`src/rtl/fetch_buffer.sv`:
```
// Fetch-to-decode instruction queue: 1-cycle latency (0 with FETCH_BUFFER_BYPASS_EN when empty), DEPTH entries.
// Fetch is stalled via enq_ready when full or flushing; decode sees a NOP bubble whenever nothing is valid.
module fetch_buffer #(
  parameter int DATA_WIDTH = 32,
  parameter int DEPTH      = 4
) (
  input  logic                         clk,
  input  logic                         rst,
  input  logic                         flush,
  input  logic                         enq_valid,
  output logic                         enq_ready,
  input  logic [DATA_WIDTH-1:0]        enq_instr,
  input  logic [DATA_WIDTH-1:0]        enq_pc,
  input  logic [DATA_WIDTH-1:0]        enq_pc4,
  output logic                         deq_valid,
  input  logic                         deq_ready,
  output logic [DATA_WIDTH-1:0]        deq_instr,
  output logic [DATA_WIDTH-1:0]        deq_pc,
  output logic [DATA_WIDTH-1:0]        deq_pc4,
  output logic [$clog2(DEPTH+1)-1:0]   count
);

  localparam int PW = $clog2(DEPTH);
  localparam int CW = $clog2(DEPTH+1);
  localparam logic [DATA_WIDTH-1:0] NOP = DATA_WIDTH'(32'h0000_0013);

  typedef struct packed {
    logic [DATA_WIDTH-1:0] instr;
    logic [DATA_WIDTH-1:0] pc;
    logic [DATA_WIDTH-1:0] pc4;
  } entry_t;

  entry_t          r_mem [DEPTH];
  logic [PW-1:0]   r_wr_ptr;
  logic [PW-1:0]   r_rd_ptr;
  logic [CW-1:0]   r_count;

  logic            w_empty;
  logic            w_full;
  logic            w_bypass;
  logic            w_enq;
  logic            w_deq;
  logic            w_store;
  logic            w_pop;
  entry_t          w_enq_entry;
  entry_t          w_head;

  assign w_empty     = (r_count == '0);
  assign w_full      = (r_count == CW'(DEPTH));
  assign w_enq_entry = '{instr: enq_instr, pc: enq_pc, pc4: enq_pc4};

`ifdef FETCH_BUFFER_BYPASS_EN
  assign w_bypass = w_empty && enq_valid && !flush;
`else
  assign w_bypass = 1'b0;
`endif

  assign enq_ready = !w_full && !flush;
  assign deq_valid = (!w_empty && !flush) || w_bypass;

  assign w_enq = enq_valid && enq_ready;
  assign w_deq = deq_valid && deq_ready;
  // A bypassed entry consumed this cycle never touches the array.
  assign w_store = w_enq && !(w_bypass && deq_ready);
  assign w_pop   = w_deq && !w_bypass;

  assign w_head    = w_bypass ? w_enq_entry : r_mem[r_rd_ptr];
  assign deq_instr = deq_valid ? w_head.instr : NOP;
  assign deq_pc    = deq_valid ? w_head.pc    : '0;
  assign deq_pc4   = deq_valid ? w_head.pc4   : '0;
  assign count     = r_count;

  always_ff @(posedge clk) begin
    if (rst || flush) begin
      r_wr_ptr <= '0;
      r_rd_ptr <= '0;
      r_count  <= '0;
    end else begin
      if (w_store) r_wr_ptr <= r_wr_ptr + PW'(1);
      if (w_pop)   r_rd_ptr <= r_rd_ptr + PW'(1);
      r_count <= r_count + CW'(w_store) - CW'(w_pop);
    end
  end

  // Contents survive flush/reset; occupancy alone decides validity.
  always_ff @(posedge clk) begin
    if (w_store) r_mem[r_wr_ptr] <= w_enq_entry;
  end

endmodule

```
`config.mk`:
```
export PLATFORM = sky130hd
export DESIGN_NAME = fetch_buffer
export DESIGN_NICKNAME = d
export VERILOG_FILES = /design/src/rtl/fetch_buffer.sv
export SDC_FILE = /design/constraint.sdc
export NUM_CORES = 1
export LEC_CHECK = 0
export ABC_CLOCK_PERIOD_IN_PS = 4150
export BUFFER_PORTS_ARGS = -buffer_cell sky130_fd_sc_hd__buf_2
export CAP_MARGIN = 10
export CORE_AREA = 2 2 186 188
export DETAILED_ROUTE_END_ITERATION = 10
export DIE_AREA = 0 0 188 190
export GPL_ROUTABILITY_DRIVEN = 0
export PLACE_DENSITY = 0.67
export SYNTH_ARGS = -nofsm -noshare
export SYNTH_HDL_FRONTEND = slang
export SYNTH_SLANG_ARGS = --single-unit
```
`constraint.sdc`:
```
create_clock -name clk -period 4.15 [get_ports clk]
set_input_delay 0.83 -clock clk [delete_from_list [all_inputs] [get_ports clk]]
set_output_delay 0.83 -clock clk [all_outputs]
set_load 0.02 [all_outputs]
```
; ---- After elaboration in Yosys (flattened, before gate mapping)
; Memory sizes are Yosys's and may differ from the RTL's. A register that Yosys moved wholly into a read port is not among the register bits.
; Cells that the tools add are included.
[totals]
mem_bits_ro = 0
n_memories = 1
out_inout_bits = 101
regBits = 7
elab_cells = 25
inputBits = 101
latchBits = 0
ram_bits = 384
[op_classes]
magnitude_cmp = 0
multipliers = 0
mux = 7
add_sub_neg = 4
n_eq_ne = 1
reduce_logical = 9
n_div = 0
n_bitwise = 0
shift = 0
[memory_table]
columns = memory, words, width, read_ports, rd_ports_with_merged_regs, write_ports, line
row1 = r_mem, 4, 96, 1, 1, 1, 33  ; entry_t r_mem [DEPTH];
[ops]
columns = operator, n
row1 = 2-to-1 mux 32 bit, 3
row2 = "adder 2 x 1 -> 2 bit, second input constant", 2
row3 = logical AND 1 bit, 4
row4 = 2-to-1 mux 2 bit, 2
row5 = adder 3 x 1 -> 3 bit, 1
row6 = "== test 3 bit, second input constant", 1
row7 = zero test 1 bit, 3
row8 = zero test 3 bit, 1
row9 = subtractor 3 x 1 -> 3 bit, 1
row10 = 2-to-1 mux 1 bit, 2
row11 = logical OR 1 bit, 1

; ---- Longest topological paths before layout
[logic_depth]
ltp_word = 6
ltp_mapped = 10
mapped_depth_nobuf = 10

; ---- Worst setup path after synthesis
; OpenSTA, ideal clock, no wires.
[synth_timing]
kind = input to register
from = in flush
to = mem r_mem[2][0] in the netlist's numbering, enable pin
setup_time_ns = 0.466
slack_ns = 0.029
path_stages = 3
path_buffers = 1
t_arrival_ns = 3.656
required_ns = 3.684
cell_sequence = clkbuf_1 > nor3b_2 > and2_1
[synth_via]
elab_chain_cells = 5
[synth_lines]
columns = element, line
row1 = start: declaration, 9  ; input logic flush,
row2 = zero test 1 bit, 58  ; assign enq_ready = !w_full && !flush;
row3 = logical AND 1 bit, 58
row4 = logical AND 1 bit, 61  ; assign w_enq = enq_valid && enq_ready;
row5 = 2-to-1 mux 1 bit, 87  ; if (w_store) r_mem[r_wr_ptr] <= w_enq_entry;
row6 = 2-to-1 mux 1 bit (not written as such), 87
row7 = end: declaration, 33
; Every way passes these cells.

==> results_dict.tcl <==
set metrics [dict create \
    outcome "complete, no violations" \
    start_util_pct 44.2 \
    path_cells "buf_4 > mux4_2 > and2_1 > buf_2" \
    slew_headroom_pct 52.0 \
    fin_tns_setup_ns 0 \
    syn_area_sq_mm 0.0150 \
    grtUsageTotal_pct 15.7 \
    rsz0062_at_grt "false" \
    setup_slack_ns 0.723 \
    max_cap_viol_count 0 \
    cts.path.max_buffers 3 \
    viasPerCell 5.14 \
    worst-path-max-fanout 30 \
    portBuffers 201 \
    setup_viol 0 \
    period_minus_slack_ns 3.43 \
    grt_pass1_vias 7289 \
    dieArea_sq_mm 0.0357 \
    core_area_sq_mm 0.0339 \
    hp-class "in2reg" \
    crit_path_top_delay_cell "dfxtp_4" \
    cts_num_sinks 393 \
    yosys_warnings 0 \
    dominantRegCellSynth "edfxtp_1" \
    firstDrtPassIters 5 \
    max_stage_delay_ns 0.80 \
    synth_commonest_cells "edfxtp_1 (384), and2_1 (99), mux4_2 (96), buf_2 (13), clkbuf_1 (10)" \
    num_rows 68 \
    ios 202 \
    antenna_left 0 \
    hpwl_mm 16.8 \
    clockRootBuffer "clkbuf_16" \
    async_flop_share_pct 0 \
    clk_latency_ns 0.53 \
    synthDominantCellAreaShare_pct 76.9 \
    numCtsBuffers 42 \
    remaining_drc_errors 0 \
    grt_max_degree 97 \
    drt_iter0_markers 447 \
    grt_pass1_wl_mm 42.7 \
    cts_resized 0 \
    ys_seq_area_share_pct 78.1 \
    yosys-top-cells-area "edfxtp_1 (77%), mux4_2 (14%), and2_1 (4.1%), dfxtp_1 (1.2%), buf_6 (0.53%)" \
    overflow 0 \
    wl_per_cell_um 20.2 \
    syn_avg_cell_area_sq_um 22.6 \
    htree_levels 2 \
    layout.nets 1000 \
    vias 7093 \
    ir_drop_mv 0.371 \
    layout-drive-gt1-share_pct 41.8 \
    die_w_um 188 \
    area_growth_pct 20.1 \
    synth_nets 771 \
    worstSetupEndpointType "primary output" \
    post-place-ws_ns 1.01 \
    synth.distinct_cells 25 \
    cts.clk_slew.worst_paths_ns 0.05 \
    yosysMostFrequentCell "edfxtp_1" \
    fmax_mhz 292 \
    finalCritPeriodShare_pct 82.6 \
    wl_mm 27.9 \
    register_area_sq_mm 0.0117 \
    hold_violations 0 \
    fill_cells 2657 \
    drv_slew 0 \
    stdcell_count 1380 \
    crit_type "reg2out" \
    cp.required_ns 3.32 \
    worstMarginPinSlew_ns 0.720 \
    yosys.area.top_type "edfxtp_1" \
    worstPathArrival_ns 2.60 \
    p_leak_nw 6.19 \
    die_height_um 190 \
    syn_inst 663 \
    clock-skew-final_ns 0.0113 \
    worst_setup_path_start_kind "register" \
    cts_tree "built" \
    synth_edf_count 384 \
    cts_hold_buf 0 \
    p_per_area_mw_per_mm2 466 \
    antenna_found_initial 7 \
    dp.cells 1303 \
    post_cts_buffers 0 \
    synth_seq_cells 393 \
    multi_input_area_sq_mm 0.00308 \
]
==> cell usage in the layout, fill, tap and decap left out, types with 7 or more instances in the layout <==
cell type  count
buf_12         8
clkbuf_1       8
clkbuf_16     43
dfxtp_1        7
inv_1          7
clkinv_2       7
buf_4          9
edfxtp_1     384
and2_1        95
mux4_2        96
buf_2        201
==> registers in the layout, summed over array words and instances, names as in the netlist, named ones only <==
| signal | count |
|---|---|
| count | 3 |
| r_mem | 384 |
| r_rd_ptr | 2 |
| r_wr_ptr | 2 |
==> worst max-delay path, delay by kind of cell, from the launching register on <==
| kind | cells | cell delay [ns] |
|---|---|---|
| and+or+nand+nor | 1 | 0.18 |
| muxes | 1 | 0.57 |
| buffers and inverters | 2 | 0.50 |
| DFF | 1 | 0.80 |
==> layer usage <==
layer	up-vias	GRT usage [%]	routed length, um
met1	3650	21.1	11700
met3	46	3.97	1990
met5	-	0	55
met4	8	4.27	551
li1	3171	-	-
met2	218	25.9	13600
==> final timing paths <==
path	from	endpoint	slack, ns	cells past startpoint
min reg2reg	r_wr_ptr[1]$_SDFFE_PP0P_	r_wr_ptr[1]$_SDFFE_PP0P_	0.50	2
min	rst	count[2]$_SDFF_PP0_	0.50	2
max	register	deq_pc4[20]	0.72	4
max reg2reg	count[1]$_SDFF_PP0_	count[2]$_SDFF_PP0_	1.51	10
==> cell type report <==
cell class	instances	area share, %
diodes	4	0.0556
multi-input cells	229	17.1
well taps	455	3.16
repair buffers	218	6.85
inverters	8	0.167
clock buffers	52	6.22
flip-flops and latches	393	65.1
clock inverters	21	1.42
==> power by group <==
| part | total (W) | internal (W) | switching, W |
|---|---|---|---|
| clock | 0.00366 | 0.00223 | 0.00143 |
| combinational | 0.000302 | 0.000128 | 0.000174 |
| sequential | 0.00444 | 0.00442 | 0.0000163 |
==> stage by stage <==
step / util, % / power, W / cell area [sq um] / hold WS (ns)
6_report: 53.1 / 0.00840 / 18000 / 0.503
2_1_floorplan: - / 0.00468 / 15000 / 0.467
4_1_cts: 53.0 / 0.00851 / 18000 / 0.480
3_5_place_dp: 49.0 / 0.00483 / 16600 / 0.500
5_1_grt: 53.0 / 0.00870 / 18000 / 0.489
3_3_place_gp: 49.0 / 0.00482 / 16600 / 0.480
==> kinds of logic after synthesis <==
kind of cell / synth area share [%]
AOI/OAI and AO/OA: 0.259
xor gates and xnor gates: 0.117
adders and majority gates: 0.634
buffers and inverters: 1.51
DFF: 78.1
muxes: 14.5
and+or+nand+nor: 4.88
Note: power is estimated with default switching activity, not from simulation.
